===== src/rtl/cscv2_uart_pkg.sv =====
// Shared types and constants for the CSCv2 character UART transmitter.
package cscv2_uart_pkg;

    localparam int unsigned DATA_BITS = 8;
    localparam int unsigned BIT_IDX_W = 3;
    localparam int unsigned BAUD_W    = 16;
    localparam logic        TXD_IDLE  = 1'b1;

    typedef enum logic [1:0] {
        ST_IDLE  = 2'd0,
        ST_START = 2'd1,
        ST_DATA  = 2'd2,
        ST_STOP  = 2'd3
    } tx_state_e;

    // Character byte as written by the CPU: A nibble high, B nibble low.
    typedef struct packed {
        logic [3:0] a;
        logic [3:0] b;
    } char_t;

endpackage


===== src/rtl/cscv2_uart_tx_if.sv =====
// CPU-side character write port and status of the UART transmitter.
interface cscv2_uart_tx_if;
    import cscv2_uart_pkg::*;

    logic  wr;
    char_t wdata;
    logic  busy;
    logic  full;
    logic  overflow;

    modport master (output wr, output wdata, input busy, input full, input overflow);
    modport slave  (input wr, input wdata, output busy, output full, output overflow);

endinterface


===== src/rtl/cscv2_uart_fifo.sv =====
// Circular byte buffer; pointers carry an extra wrap bit to tell full from empty.
module cscv2_uart_fifo #(
    parameter int unsigned DEPTH = 4,
    parameter int unsigned WIDTH = 8
) (
    input  logic             clk,
    input  logic             reset_n,
    input  logic             push,
    input  logic             pop,
    input  logic [WIDTH-1:0] din,
    output logic [WIDTH-1:0] dout,
    output logic             empty,
    output logic             full
);

    localparam int unsigned AW = $clog2(DEPTH);
    localparam int unsigned PW = AW + 1;

    logic [WIDTH-1:0] mem [DEPTH];
    logic [PW-1:0]    wr_ptr_q, wr_ptr_d;
    logic [PW-1:0]    rd_ptr_q, rd_ptr_d;
    logic             push_ok, pop_ok;

    assign empty   = (wr_ptr_q == rd_ptr_q);
    assign full    = (wr_ptr_q[AW] != rd_ptr_q[AW]) && (wr_ptr_q[AW-1:0] == rd_ptr_q[AW-1:0]);
    assign push_ok = push && !full;
    assign pop_ok  = pop && !empty;
    assign dout    = mem[rd_ptr_q[AW-1:0]];

    always_comb begin
        wr_ptr_d = wr_ptr_q;
        rd_ptr_d = rd_ptr_q;
        if (push_ok) wr_ptr_d = wr_ptr_q + PW'(1);
        if (pop_ok)  rd_ptr_d = rd_ptr_q + PW'(1);
    end

    always_ff @(posedge clk or negedge reset_n) begin
        if (!reset_n) begin
            wr_ptr_q <= '0;
            rd_ptr_q <= '0;
        end else begin
            wr_ptr_q <= wr_ptr_d;
            rd_ptr_q <= rd_ptr_d;
        end
    end

    // Storage needs no reset: entries are only read behind the write pointer.
    always_ff @(posedge clk) begin
        if (push_ok) mem[wr_ptr_q[AW-1:0]] <= din;
    end

endmodule


===== src/rtl/cscv2_uart_tx.sv =====
// Buffers CPU character writes and serialises them as 8N1 frames on txd.
module cscv2_uart_tx
    import cscv2_uart_pkg::*;
#(
    parameter int unsigned CLKS_PER_BIT = 16,
    parameter int unsigned FIFO_DEPTH   = 4
) (
    input  logic            clk,
    input  logic            reset_n,
    cscv2_uart_tx_if.slave  bus,
    output logic            txd
);

    tx_state_e              state_q, state_d;
    logic [BAUD_W-1:0]      baud_q, baud_d;
    logic [BIT_IDX_W-1:0]   bit_q, bit_d;
    logic [DATA_BITS-1:0]   shift_q, shift_d;
    logic                   txd_q, txd_d;
    logic                   overflow_q, overflow_d;
    logic                   push, pop, baud_done;
    logic                   fifo_empty, fifo_full;
    logic [DATA_BITS-1:0]   fifo_dout;

    // Space is judged on the pre-edge full flag, so a same-edge pop never admits a write.
    assign push = bus.wr && !fifo_full;

    cscv2_uart_fifo #(
        .DEPTH (FIFO_DEPTH),
        .WIDTH (DATA_BITS)
    ) u_fifo (
        .clk     (clk),
        .reset_n (reset_n),
        .push    (push),
        .pop     (pop),
        .din     (bus.wdata),
        .dout    (fifo_dout),
        .empty   (fifo_empty),
        .full    (fifo_full)
    );

    assign baud_done = (baud_q == BAUD_W'(CLKS_PER_BIT - 1));

    always_comb begin
        state_d    = state_q;
        baud_d     = baud_q;
        bit_d      = bit_q;
        shift_d    = shift_q;
        pop        = 1'b0;
        overflow_d = overflow_q | (bus.wr & fifo_full);

        unique case (state_q)
            ST_IDLE: begin
                if (!fifo_empty) begin
                    pop     = 1'b1;
                    shift_d = fifo_dout;
                    baud_d  = '0;
                    bit_d   = '0;
                    state_d = ST_START;
                end
            end
            ST_START: begin
                baud_d = baud_q + BAUD_W'(1);
                if (baud_done) begin
                    baud_d  = '0;
                    state_d = ST_DATA;
                end
            end
            ST_DATA: begin
                baud_d = baud_q + BAUD_W'(1);
                if (baud_done) begin
                    baud_d  = '0;
                    shift_d = shift_q >> 1;
                    if (bit_q == BIT_IDX_W'(DATA_BITS - 1)) state_d = ST_STOP;
                    else                                    bit_d   = bit_q + BIT_IDX_W'(1);
                end
            end
            ST_STOP: begin
                baud_d = baud_q + BAUD_W'(1);
                if (baud_done) begin
                    baud_d = '0;
                    // Chain straight into the next start bit when more bytes wait.
                    if (!fifo_empty) begin
                        pop     = 1'b1;
                        shift_d = fifo_dout;
                        bit_d   = '0;
                        state_d = ST_START;
                    end else begin
                        state_d = ST_IDLE;
                    end
                end
            end
            default: state_d = ST_IDLE;
        endcase

        unique case (state_d)
            ST_START: txd_d = ~TXD_IDLE;
            ST_DATA:  txd_d = shift_d[0];
            default:  txd_d = TXD_IDLE;
        endcase
    end

    always_ff @(posedge clk or negedge reset_n) begin
        if (!reset_n) begin
            state_q    <= ST_IDLE;
            baud_q     <= '0;
            bit_q      <= '0;
            shift_q    <= '0;
            txd_q      <= TXD_IDLE;
            overflow_q <= 1'b0;
        end else begin
            state_q    <= state_d;
            baud_q     <= baud_d;
            bit_q      <= bit_d;
            shift_q    <= shift_d;
            txd_q      <= txd_d;
            overflow_q <= overflow_d;
        end
    end

    assign txd          = txd_q;
    assign bus.full     = fifo_full;
    assign bus.overflow = overflow_q;
    assign bus.busy     = (state_q != ST_IDLE) || !fifo_empty;

endmodule


===== src/flat_wrapper.sv =====
// flat-port wrapper written by rule: the top's interface ports become plain ports
module cscv2_uart_tx_flat import cscv2_uart_pkg::*;
#(
    parameter int unsigned CLKS_PER_BIT = 16,
    parameter int unsigned FIFO_DEPTH   = 4
)
  (clk, reset_n, txd, bus_wr, bus_wdata, bus_busy, bus_full, bus_overflow);
  cscv2_uart_tx_if bus_i ();
  input  logic clk;
  input  logic reset_n;
  output logic txd;
  input wire logic [$bits(bus_i.wr)-1:0] bus_wr;
  input wire logic [$bits(bus_i.wdata)-1:0] bus_wdata;
  output wire logic [$bits(bus_i.busy)-1:0] bus_busy;
  output wire logic [$bits(bus_i.full)-1:0] bus_full;
  output wire logic [$bits(bus_i.overflow)-1:0] bus_overflow;
  assign bus_i.wr = bus_wr;
  assign bus_i.wdata = bus_wdata;
  assign bus_busy = bus_i.busy;
  assign bus_full = bus_i.full;
  assign bus_overflow = bus_i.overflow;
  cscv2_uart_tx #(.CLKS_PER_BIT(CLKS_PER_BIT), .FIFO_DEPTH(FIFO_DEPTH)) u_core (.clk(clk), .reset_n(reset_n), .bus(bus_i), .txd(txd));
endmodule

===== config.mk =====
export PLATFORM = sky130hd
export DESIGN_NAME = cscv2_uart_tx_flat
export DESIGN_NICKNAME = d
export VERILOG_FILES = /design/src/rtl/cscv2_uart_pkg.sv /design/src/rtl/cscv2_uart_tx_if.sv /design/src/rtl/cscv2_uart_fifo.sv /design/src/rtl/cscv2_uart_tx.sv /design/src/flat_wrapper.sv
export SDC_FILE = /design/constraint.sdc
export NUM_CORES = 1
export LEC_CHECK = 0
export ABC_AREA = 1
export BUFFER_PORTS_ARGS = -buffer_cell sky130_fd_sc_hd__buf_2
export CORE_MARGIN = 5
export CORE_UTILIZATION = 48
export DETAILED_ROUTE_END_ITERATION = 8
export SETUP_SLACK_MARGIN = 0.1
export SYNTH_ARGS = -nofsm -noshare
export SYNTH_HDL_FRONTEND = slang
export SYNTH_HIERARCHICAL = 1
export SYNTH_SLANG_ARGS = --single-unit

===== constraint.sdc =====
create_clock -name clk -period 2.61 [get_ports clk]
set_input_delay 0.3915 -clock clk [delete_from_list [all_inputs] [get_ports clk]]
set_output_delay 0.3915 -clock clk [all_outputs]
set_load 0.02 [all_outputs]

==> run summary <==
Syn Inst Count = 402
FMAX = 438 MHz
largest cells by area after synthesis = edfxtp_1 (27%), dfrtp_1 (25%), nand2_1 (11%), inv_1 (4.6%), ha_1 (4.6%)
Core Util, Final = 54.7%
crit path launch type = flop
Setup Buffers After CTS = 0
P&R area growth vs syn = 11.4%
Worst Slack Setup Final = 325 ps
pin count of the biggest net entering global routing = 38
post-route ant nets = 0
Max Cap Viol = 0
top_reg_cell synth = dfrtp_1
RePlAce Congestion = 0.859
switching share of power = 41.0%
total die area = 0.00924 mm²
Worst R2R Start = u_core/state_q[1]
Final min period = 2280 ps
initial antenna violation count = 0
Syn Area/Cell = 8.86 µm²
Net Count, Synth = 426
Async SR Flop Fraction = 53.6%
sequential share of power = 40.2%
routed wl met3 = 173 µm
WS Path Type = flop to output port
Max-slew headroom = 42.3%
internal reg-to-reg setup slack = 480 ps
CTS root buffer = clkbuf_8
effective utilization at floorplan = 49.1%
sequential area share after synthesis = 53.0%
maximum root-to-sink buffer count = 2
VDD IR max = 0.501 mV
most common cell in the synthesized netlist = nand2_1
Clk Latency, worst-skew pair = 350 ps
Site Rows = 31
internal power = 2220 µW
Vias = 2670
CORE AREA = 0.00725 mm²
final setup vio count = 0
Clock Skews = 12.1 ps
# DRC = 0
hold violation total from the final report = 0
r2r endpoint = u_core/u_fifo/rd_ptr_q[2]
Yosys cell types = 38
Place WS = 387 ps
DR iter-0 viols = 104
met2 WL post-DR = 3.35 mm
Clk pin slew, worst setup/hold paths = 80 ps
Final Max Tran Viols = 0
DR WL/cell = 13.3 µm
synthesized area = 0.00356 mm²
chip height = 96.1 µm
gr usage total = 17.1%
IO Pins = 15
wire length of the first global-routing pass = 11.9 mm
RSZ-0062 raised after global routing = false
combinational fraction of design power = 37.8%
CP endpoint kind = output port
cts bufs inserted = 9
share of the synthesized area in the top cell type = 27.0%
CP arrival = 1890 ps
clock network fraction of total power = 21.9%
r2r worst-path depth = 9
drt first pass iters = 4
diodes inserted = 0
actual slew at the worst max-slew pin = 866 ps
Final nets = 453
CP required = 2220 ps
worst-path fanout max = 9
area occupied by multi-input gates = 0.00145 mm²
Synth area leader = edfxtp_1
Syn. warnings = 6
H-tree depth = 3
EDFF count, synth = 32
NetSw = 1540 µW
number of fill cells = 669
gr ovfl total = 0
Post-DP HPWL = 4.94 mm
Die X-Extent = 96.1 µm
drt via density = 5.01
routed length on met1 = 3.47 mm
setup TNS = 0 ps
status = finished, final reports clean
proportion of layout cells with a drive suffix above 1 = 14.3%
Max Used Layer = met4
register bit total from synthesis = 69
IO Port Bufs = 14
register area = 0.00189 mm²
clock sink count = 69
leakage = 0.00176 µW
synth cell count leaders = nand2_1 (103), inv_1 (44), nor2_1 (37)
Routed WL = 7.09 mm
cts hold-fix bufs = 0
vias in the first global route = 2556
HP Class = input port to async pin
CTS tree = yes
PwrDens = 949 mW/mm²
Tcrit/Tclk final = 87.5%
==> cells in the final DEF (no fill, tap or decap), drive strengths merged <==
master / synthesis / layout
xnor2: 1 / 1
xor2: 4 / 4
o211ai: 1 / 1
nand3b: 1 / 1
a21o: 1 / 1
o22ai: 12 / 12
o21a: 1 / 1
a21oi: 4 / 4
nor3: 4 / 4
inv: 49 / 54
o21ai: 52 / 52
clkbuf: 2 / 9
a22o: 1 / 1
or2: 2 / 2
nor2: 42 / 42
edfxtp: 32 / 32
clkinv: 1 / 2
clkinvlp: 0 / 1
ha: 13 / 13
nand3: 24 / 24
dfstp: 1 / 1
buf: 4 / 22
a32o: 1 / 1
nand2: 107 / 107
dfrtp: 36 / 36
o31ai: 1 / 1
nand4: 5 / 5
==> stage by stage <==
| stage | hold WS [ps] | cell area, µm² | power, µW | instances |
|---|---|---|---|---|
| 2_1_floorplan | 95.9 | 3560 | 2560 | 402 |
| 5_1_grt | 221 | 3970 | 4070 | 533 |
| 6_report | 152 | 3970 | 3770 | 533 |
| 4_1_cts | 178 | 3960 | 3790 | 533 |
| 3_3_place_gp | 440 | 3780 | 2930 | 517 |
| 3_5_place_dp | 443 | 3780 | 2950 | 517 |
==> worst max-delay path by stage <==
stage	start	to	depth (start not counted)
floorplan	u_core/u_fifo/rd_ptr_q[1]	u_core/u_fifo/mem[0][0]	8
global placement	u_core/state_q[1]	u_core/u_fifo/rd_ptr_q[2]	9
detailed placement	u_core/state_q[1]	u_core/u_fifo/rd_ptr_q[2]	9
CTS	u_core/u_fifo/rd_ptr_q[1]	bus_busy	7
global route	u_core/u_fifo/rd_ptr_q[1]	bus_busy	7
finish	u_core/u_fifo/rd_ptr_q[1]	bus_busy	7
==> area by class of cell <==
type / count / share of cell area [%]
Inverter: 50 / 4.73
Clock buffer: 9 / 3.12
Timing Repair Buffer: 22 / 3.28
Sequential cell: 69 / 47.6
Clock inverter: 7 / 1.58
Multi-Input combinational cell: 277 / 36.6
Tap cell: 99 / 3.12
==> routing by layer <==
metal | global-route usage (%) | vias up
met3 | 3.91 | 9
li1 | - | 1390
met4 | 7.11 | 0
met1 | 22.1 | 1241
met5 | 0 | -
met2 | 27.6 | 30
==> registers in the layout, summed over array words and instances, names as in the netlist <==
register	cells
u_core/txd	1
u_core/state_q	2
u_core/bus.overflow	1
u_core/baud_q	16
u_core/u_fifo/wr_ptr_q	3
u_core/shift_q	8
u_core/bit_q	3
u_core/u_fifo/mem	32
u_core/u_fifo/rd_ptr_q	3
==> power by group through the flow <==
| stage | clock, µW | combinational, µW | sequential (µW) |
|---|---|---|---|
| 2_1_floorplan | 0 | 1040 | 1520 |
| 3_3_place_gp | 0 | 1390 | 1530 |
| 3_5_place_dp | 0 | 1420 | 1540 |
| 4_1_cts | 855 | 1420 | 1510 |
| 5_1_grt | 916 | 1610 | 1540 |
| 6_report | 826 | 1430 | 1510 |
==> kinds of logic (layout without fill, tap and decap cells) <==
logic type / after synthesis / count (layout) / share of synthesized area [%]
flops: 69 / 69 / 53.0
simple gates: 185 / 185 / 23.0
compound gates: 74 / 74 / 11.7
buf+inv: 56 / 88 / 6.36
fa+ha+maj: 13 / 13 / 4.57
xor+xnor: 5 / 5 / 1.44
==> worst max-delay path, cell delays in order, from the launching register on <==
cell,delay [ps]
dfrtp_1,380
inv_1,220
nand2_1,80
nand2_1,110
nand3_2,130
inv_1,230
nand2_1,190
buf_2,210
==> what timing repair did <==
item | CTS | global route
endpoints found under the setup margin | 0 | 2
resized for setup | 0 | 1
endpoints found under the hold margin | 0 | 0
Note: power is estimated with default switching activity, not from simulation.
